==> config.mk <==
export PLATFORM = sky130hd
export DESIGN_NAME = ps2_host_tx
export DESIGN_NICKNAME = d
export VERILOG_FILES = /design/src/rtl/ps2_host_tx.sv
export SDC_FILE = /design/constraint.sdc
export NUM_CORES = 1
export LEC_CHECK = 0
export ABC_AREA = 1
export CAP_MARGIN = 20
export CELL_PAD_IN_SITES_DETAIL_PLACEMENT = 0
export CELL_PAD_IN_SITES_GLOBAL_PLACEMENT = 1
export CORE_MARGIN = 4
export CORE_UTILIZATION = 40
export DETAILED_ROUTE_END_ITERATION = 10
export GPL_TIMING_DRIVEN = 0
export PLACE_DENSITY = 0.86
export SLEW_MARGIN = 10
export SYNTH_ARGS = -nofsm -noshare
export SYNTH_HDL_FRONTEND = slang
export SYNTH_SLANG_ARGS = --single-unit
==> constraint.sdc <==
create_clock -name clk -period 4.69 [get_ports clk]
set_input_delay 1.1725 -clock clk [delete_from_list [all_inputs] [get_ports clk]]
set_output_delay 1.1725 -clock clk [all_outputs]
set_load 0.05 [all_outputs]
==> src/rtl/ps2_host_tx.sv <==
// PS/2 host-to-device transmitter: clock inhibit, request-to-send, 8 data bits
// LSB first, odd parity, stop bit and device acknowledge, with a frame timeout.
module ps2_host_tx #(
    parameter int unsigned INHIBIT_CYCLES = 2500,
    parameter int unsigned TIMEOUT_CYCLES = 375000
) (
    input  logic       clk,
    input  logic       reset,
    input  logic [7:0] tx_data,
    input  logic       tx_valid,
    output logic       tx_ready,
    output logic       busy,
    output logic       tx_done,
    output logic       tx_error,
    input  logic       ps2_clk_in,
    input  logic       ps2_data_in,
    output logic       ps2_clk_oe,
    output logic       ps2_data_oe
);

    localparam int unsigned CNT_MAX = (INHIBIT_CYCLES > TIMEOUT_CYCLES) ? INHIBIT_CYCLES : TIMEOUT_CYCLES;
    localparam int unsigned CW      = (CNT_MAX > 1) ? $clog2(CNT_MAX) : 1;
    localparam int unsigned FRAME_W = 10;
    localparam int unsigned BIT_W   = 4;

    localparam logic [2:0] S_IDLE      = 3'd0;
    localparam logic [2:0] S_INHIBIT   = 3'd1;
    localparam logic [2:0] S_RTS       = 3'd2;
    localparam logic [2:0] S_SEND      = 3'd3;
    localparam logic [2:0] S_ACK       = 3'd4;
    localparam logic [2:0] S_WAIT_IDLE = 3'd5;

    logic [2:0]         state, state_n;
    logic [CW-1:0]      cnt, cnt_n;
    logic [FRAME_W-1:0] shreg, shreg_n;
    logic [BIT_W-1:0]   bitcnt, bitcnt_n;
    logic               clk_oe_n, data_oe_n, done_n, error_n, ready_n;

    logic clk_s1, clk_s2, clk_d, fall;
    logic data_s1, data_s2;
    logic timeout_c;

    // Two-flop synchronizers on both pins plus a registered falling-edge pulse on the clock
    always_ff @(posedge clk) begin
        if (reset) begin
            clk_s1  <= 1'b1;
            clk_s2  <= 1'b1;
            clk_d   <= 1'b1;
            data_s1 <= 1'b1;
            data_s2 <= 1'b1;
            fall    <= 1'b0;
        end else begin
            clk_s1  <= ps2_clk_in;
            clk_s2  <= clk_s1;
            clk_d   <= clk_s2;
            data_s1 <= ps2_data_in;
            data_s2 <= data_s1;
            fall    <= clk_d & ~clk_s2;
        end
    end

    assign timeout_c = (cnt == CW'(TIMEOUT_CYCLES - 1));

    // State, frame and registered outputs
    always_ff @(posedge clk) begin
        if (reset) begin
            state       <= S_IDLE;
            cnt         <= '0;
            shreg       <= '1;
            bitcnt      <= '0;
            ps2_clk_oe  <= 1'b0;
            ps2_data_oe <= 1'b0;
            tx_done     <= 1'b0;
            tx_error    <= 1'b0;
            tx_ready    <= 1'b1;
            busy        <= 1'b0;
        end else begin
            state       <= state_n;
            cnt         <= cnt_n;
            shreg       <= shreg_n;
            bitcnt      <= bitcnt_n;
            ps2_clk_oe  <= clk_oe_n;
            ps2_data_oe <= data_oe_n;
            tx_done     <= done_n;
            tx_error    <= error_n;
            tx_ready    <= ready_n;
            busy        <= ~ready_n;
        end
    end

    // Next-state and next-output logic; line enables follow the state being entered
    always_comb begin
        state_n   = state;
        cnt_n     = cnt;
        shreg_n   = shreg;
        bitcnt_n  = bitcnt;
        clk_oe_n  = 1'b0;
        data_oe_n = ps2_data_oe;
        done_n    = 1'b0;
        error_n   = 1'b0;

        case (state)
            S_IDLE: begin
                data_oe_n = 1'b0;
                if (tx_valid && tx_ready) begin
                    state_n  = S_INHIBIT;
                    cnt_n    = '0;
                    shreg_n  = {1'b1, ~^tx_data, tx_data};
                    bitcnt_n = '0;
                    clk_oe_n = 1'b1;
                end
            end
            S_INHIBIT: begin
                clk_oe_n  = 1'b1;
                data_oe_n = 1'b0;
                if (cnt == CW'(INHIBIT_CYCLES - 1)) begin
                    state_n   = S_RTS;
                    data_oe_n = 1'b1;
                end else begin
                    cnt_n = cnt + CW'(1);
                end
            end
            S_RTS: begin
                state_n   = S_SEND;
                cnt_n     = '0;
                data_oe_n = 1'b1;
            end
            S_SEND: begin
                cnt_n = cnt + CW'(1);
                if (timeout_c) begin
                    state_n   = S_IDLE;
                    data_oe_n = 1'b0;
                    error_n   = 1'b1;
                end else if (fall) begin
                    shreg_n   = {1'b0, shreg[FRAME_W-1:1]};
                    data_oe_n = ~shreg[0];
                    bitcnt_n  = bitcnt + BIT_W'(1);
                    if (bitcnt == BIT_W'(9)) begin
                        state_n = S_ACK;
                    end
                end
            end
            S_ACK: begin
                cnt_n     = cnt + CW'(1);
                data_oe_n = 1'b0;
                if (timeout_c) begin
                    state_n = S_IDLE;
                    error_n = 1'b1;
                end else if (fall) begin
                    if (!data_s2) begin
                        state_n = S_WAIT_IDLE;
                    end else begin
                        state_n = S_IDLE;
                        error_n = 1'b1;
                    end
                end
            end
            S_WAIT_IDLE: begin
                cnt_n     = cnt + CW'(1);
                data_oe_n = 1'b0;
                if (timeout_c) begin
                    state_n = S_IDLE;
                    error_n = 1'b1;
                end else if (clk_s2 && data_s2) begin
                    state_n = S_IDLE;
                    done_n  = 1'b1;
                end
            end
            default: begin
                state_n   = S_IDLE;
                data_oe_n = 1'b0;
            end
        endcase

        ready_n = (state_n == S_IDLE);
    end

endmodule
==> results.toml <==
[outcome]
status = "completed"

[cts]
clk_pin_slew_ps = 90
cts_buffers = 5
worstSkewPairLatency_ps = 300
root_buffer = "clkbuf_8"
cts.htree.levels = 2
cts.sinks = 48
postCtsHoldBufs = 0
ctsLongestPathBuffers = 2
cts_tree = "yes"
cts.repair.resized = 0
cts_setup_buffers = 0

[critical_path]
worstPathArrival_ps = 1430
reg2reg_depth = 12
cp-end-kind = "output pin"
endpoint = "ps2_data_oe"
crit_required_ps = 3520
rrSetupSlack_ps = 2700
cp_max_fo = 2
cp.depth = 1
path_class = "flop to output pin"
worstReg2RegStart = "cnt[0]"
slowest_stage = "clkdlybuf4s50_1"
crit_chain = "clkdlybuf4s50_1"
crit_path_start = "ps2_data_oe"
start_kind = "flop"
critical-path-top-delay-family = "buffers and inverters"
worst-path-buf-inv = 1
cp_slowest_stage_delay_ps = 800
rr_endpoint = "cnt[7]"

[drt]
drt_iter0_markers = 161
firstDrtPassIters = 4
routed_wl_mm = 6.79
ant_nets = 0
vias_per_cell = 4.81
num_vias = 2753
drc = 0
wire_per_inst_um = 11.9

[synth]
syn_avg_cell_area_um2 = 6.31
syn_nets = 468
ys_warn_count = 0
synth_cells = 452
ys_seq_area_share_pct = 33.7
ys_ff_latch = 48
synth.distinct_cells = 29
synth_area_um2 = 2850

[sta]
clock_skew_ps = 4.62
hold_viol_final = 0
period_needed_ps = 2610
clock.fmax_ghz = 0.384
slew_headroom_pct = 62.0
tightestPinTransition_ps = 571
finalMaxSlewViolations = 0
fin_crit_sh_pct = 55.6
setup_violations = 0
tns_ps = 0
rsz0062_at_grt = "no"

[layout]
area_delta_synth_final_pct = 13.4
layout_common_cells = "nand2_1 (157), nor2_1 (56), dfxtp_1 (48), nand3_1 (45), inv_1 (41)"
nNetsFinal = 492
antennaDiodeCount = 0
drive_gt1_share_pct = 9.87
final_core_util_pct = 47.1
final_common_cell = "nand2_1"

[global_routing]
grt_antenna_before_repair = 0
use_met2_pct = 28.5
grt_use_total_pct = 17.1
grt_pass1_wl_mm = 12.0
gr-total-overflow = 0
top_usage_layer = "met2"
grt_use_met1_pct = 21.7
grtUsageMet3_pct = 3.57
grt_max_degree = 15
grt_pass1_vias = 2645

[hold_path]
worstHoldPathType = "flop to flop"
min_from = "clk_d"

[power_and_ir_drop]
swShare_pct = 28.7
seqPwrFrac_pct = 52.4
p_comb_share_pct = 17.2
power-per-cell-area_nw_per_um2 = 261
power_frac_clock_pct = 30.4
leakage_nw = 1.39
p_int_mw = 0.602
ir_drop_mv = 0.167
switching_power_mw = 0.242

[place]
dp_hpwl_mm = 5.14
io_buffers = 17
gp_congestion = 0.878

[die]
dieArea_um2 = 8540
initial_core_util_pct = 41.5
core_area_um2 = 6870
num_rows = 30
fp.dieW_um = 92.4
die_h_um = 92.4
io_pins = 19

[job]
cap_violations = 0
## final cells by class
type	count	area (um^2)
buffer	16	108
clock buffer	6	82.6
clock inverter	1	8.76
fill	725	3640
inverter	44	165
multi-input combinational	344	1620
sequential	48	961
tap	96	120
timing repair buffer	17	170
## Yosys cell counts
cell type | instances | area [um^2]
nand3_1 | 45 | 225
nor2_4 | 4 | 45.0
nand2_1 | 157 | 589
dfxtp_1 | 48 | 961
nand4_1 | 7 | 43.8
or2_2 | 8 | 50.1
a21oi_1 | 23 | 115
nand4_4 | 1 | 21.3
nand2_2 | 4 | 25.0
nand3_2 | 1 | 10.0
inv_1 | 41 | 154
nand2_4 | 1 | 11.3
o21ai_1 | 1 | 5.00
xor2_1 | 8 | 70.1
inv_2 | 3 | 11.3
buf_4 | 3 | 22.5
buf_2 | 4 | 20.0
ha_1 | 3 | 37.5
a211oi_1 | 1 | 7.51
nor3_1 | 4 | 20.0
clkbuf_1 | 4 | 15.0
nor3_2 | 1 | 10.0
nor2_2 | 5 | 31.3
buf_6 | 4 | 45.0
o21ai_0 | 8 | 40.0
nor2_1 | 56 | 210
xnor2_1 | 4 | 35.0
clkbuf_2 | 1 | 5.00
o21bai_1 | 2 | 15.0
## power by group through the flow
stage / registers [mW] / logic (mW) / clock network [mW]
after floorplan: 0.458 / 0.0964 / 0
final: 0.443 / 0.146 / 0.257
after global routing: 0.445 / 0.165 / 0.284
after global placement: 0.452 / 0.145 / 0
after CTS: 0.443 / 0.147 / 0.271
after detailed placement: 0.452 / 0.146 / 0
## through the flow
step	setup slack [ps]	instance area, um^2	power (mW)	hold slack, ps	std cells
3_5_place_dp	2100	3140	0.598	398	565
5_1_grt	2020	3230	0.894	424	572
4_1_cts	2060	3230	0.860	413	572
6_report	2080	3230	0.845	415	572
3_3_place_gp	2120	3140	0.597	393	565
2_1_floorplan	2650	2850	0.554	389	452
## cell families (layout without fill, tap and decap cells)
kind of cell,Yosys count,in the layout,synth area share [%]
compound gates,35,35,6.41
xor+xnor,12,12,3.69
fa+ha+maj,3,3,1.32
buf+inv,60,84,9.57
flops,48,48,33.7
simple gates,294,294,45.3
## metal layers
metal	vias up	routed length (um)
li1	1461	-
met1	1210	3170
met2	67	3150
met3	15	336
met4	0	125
met5	-	0
## registers in the layout, summed over array words and instances (netlist names), 3 cells and up
register	cells
state	3
cnt	19
bitcnt	4
shreg	10
## worst min-delay path by stage
stage / endpoint / slack (ps) / cells after the start
global placement: data_s2 / 390 / 1
floorplan: clk_s2 / 390 / 1
detailed placement: clk_s2 / 400 / 1
global route: fall / 420 / 2
finish: fall / 410 / 2
CTS: fall / 410 / 2
Note: power is estimated with default switching activity, not from simulation.
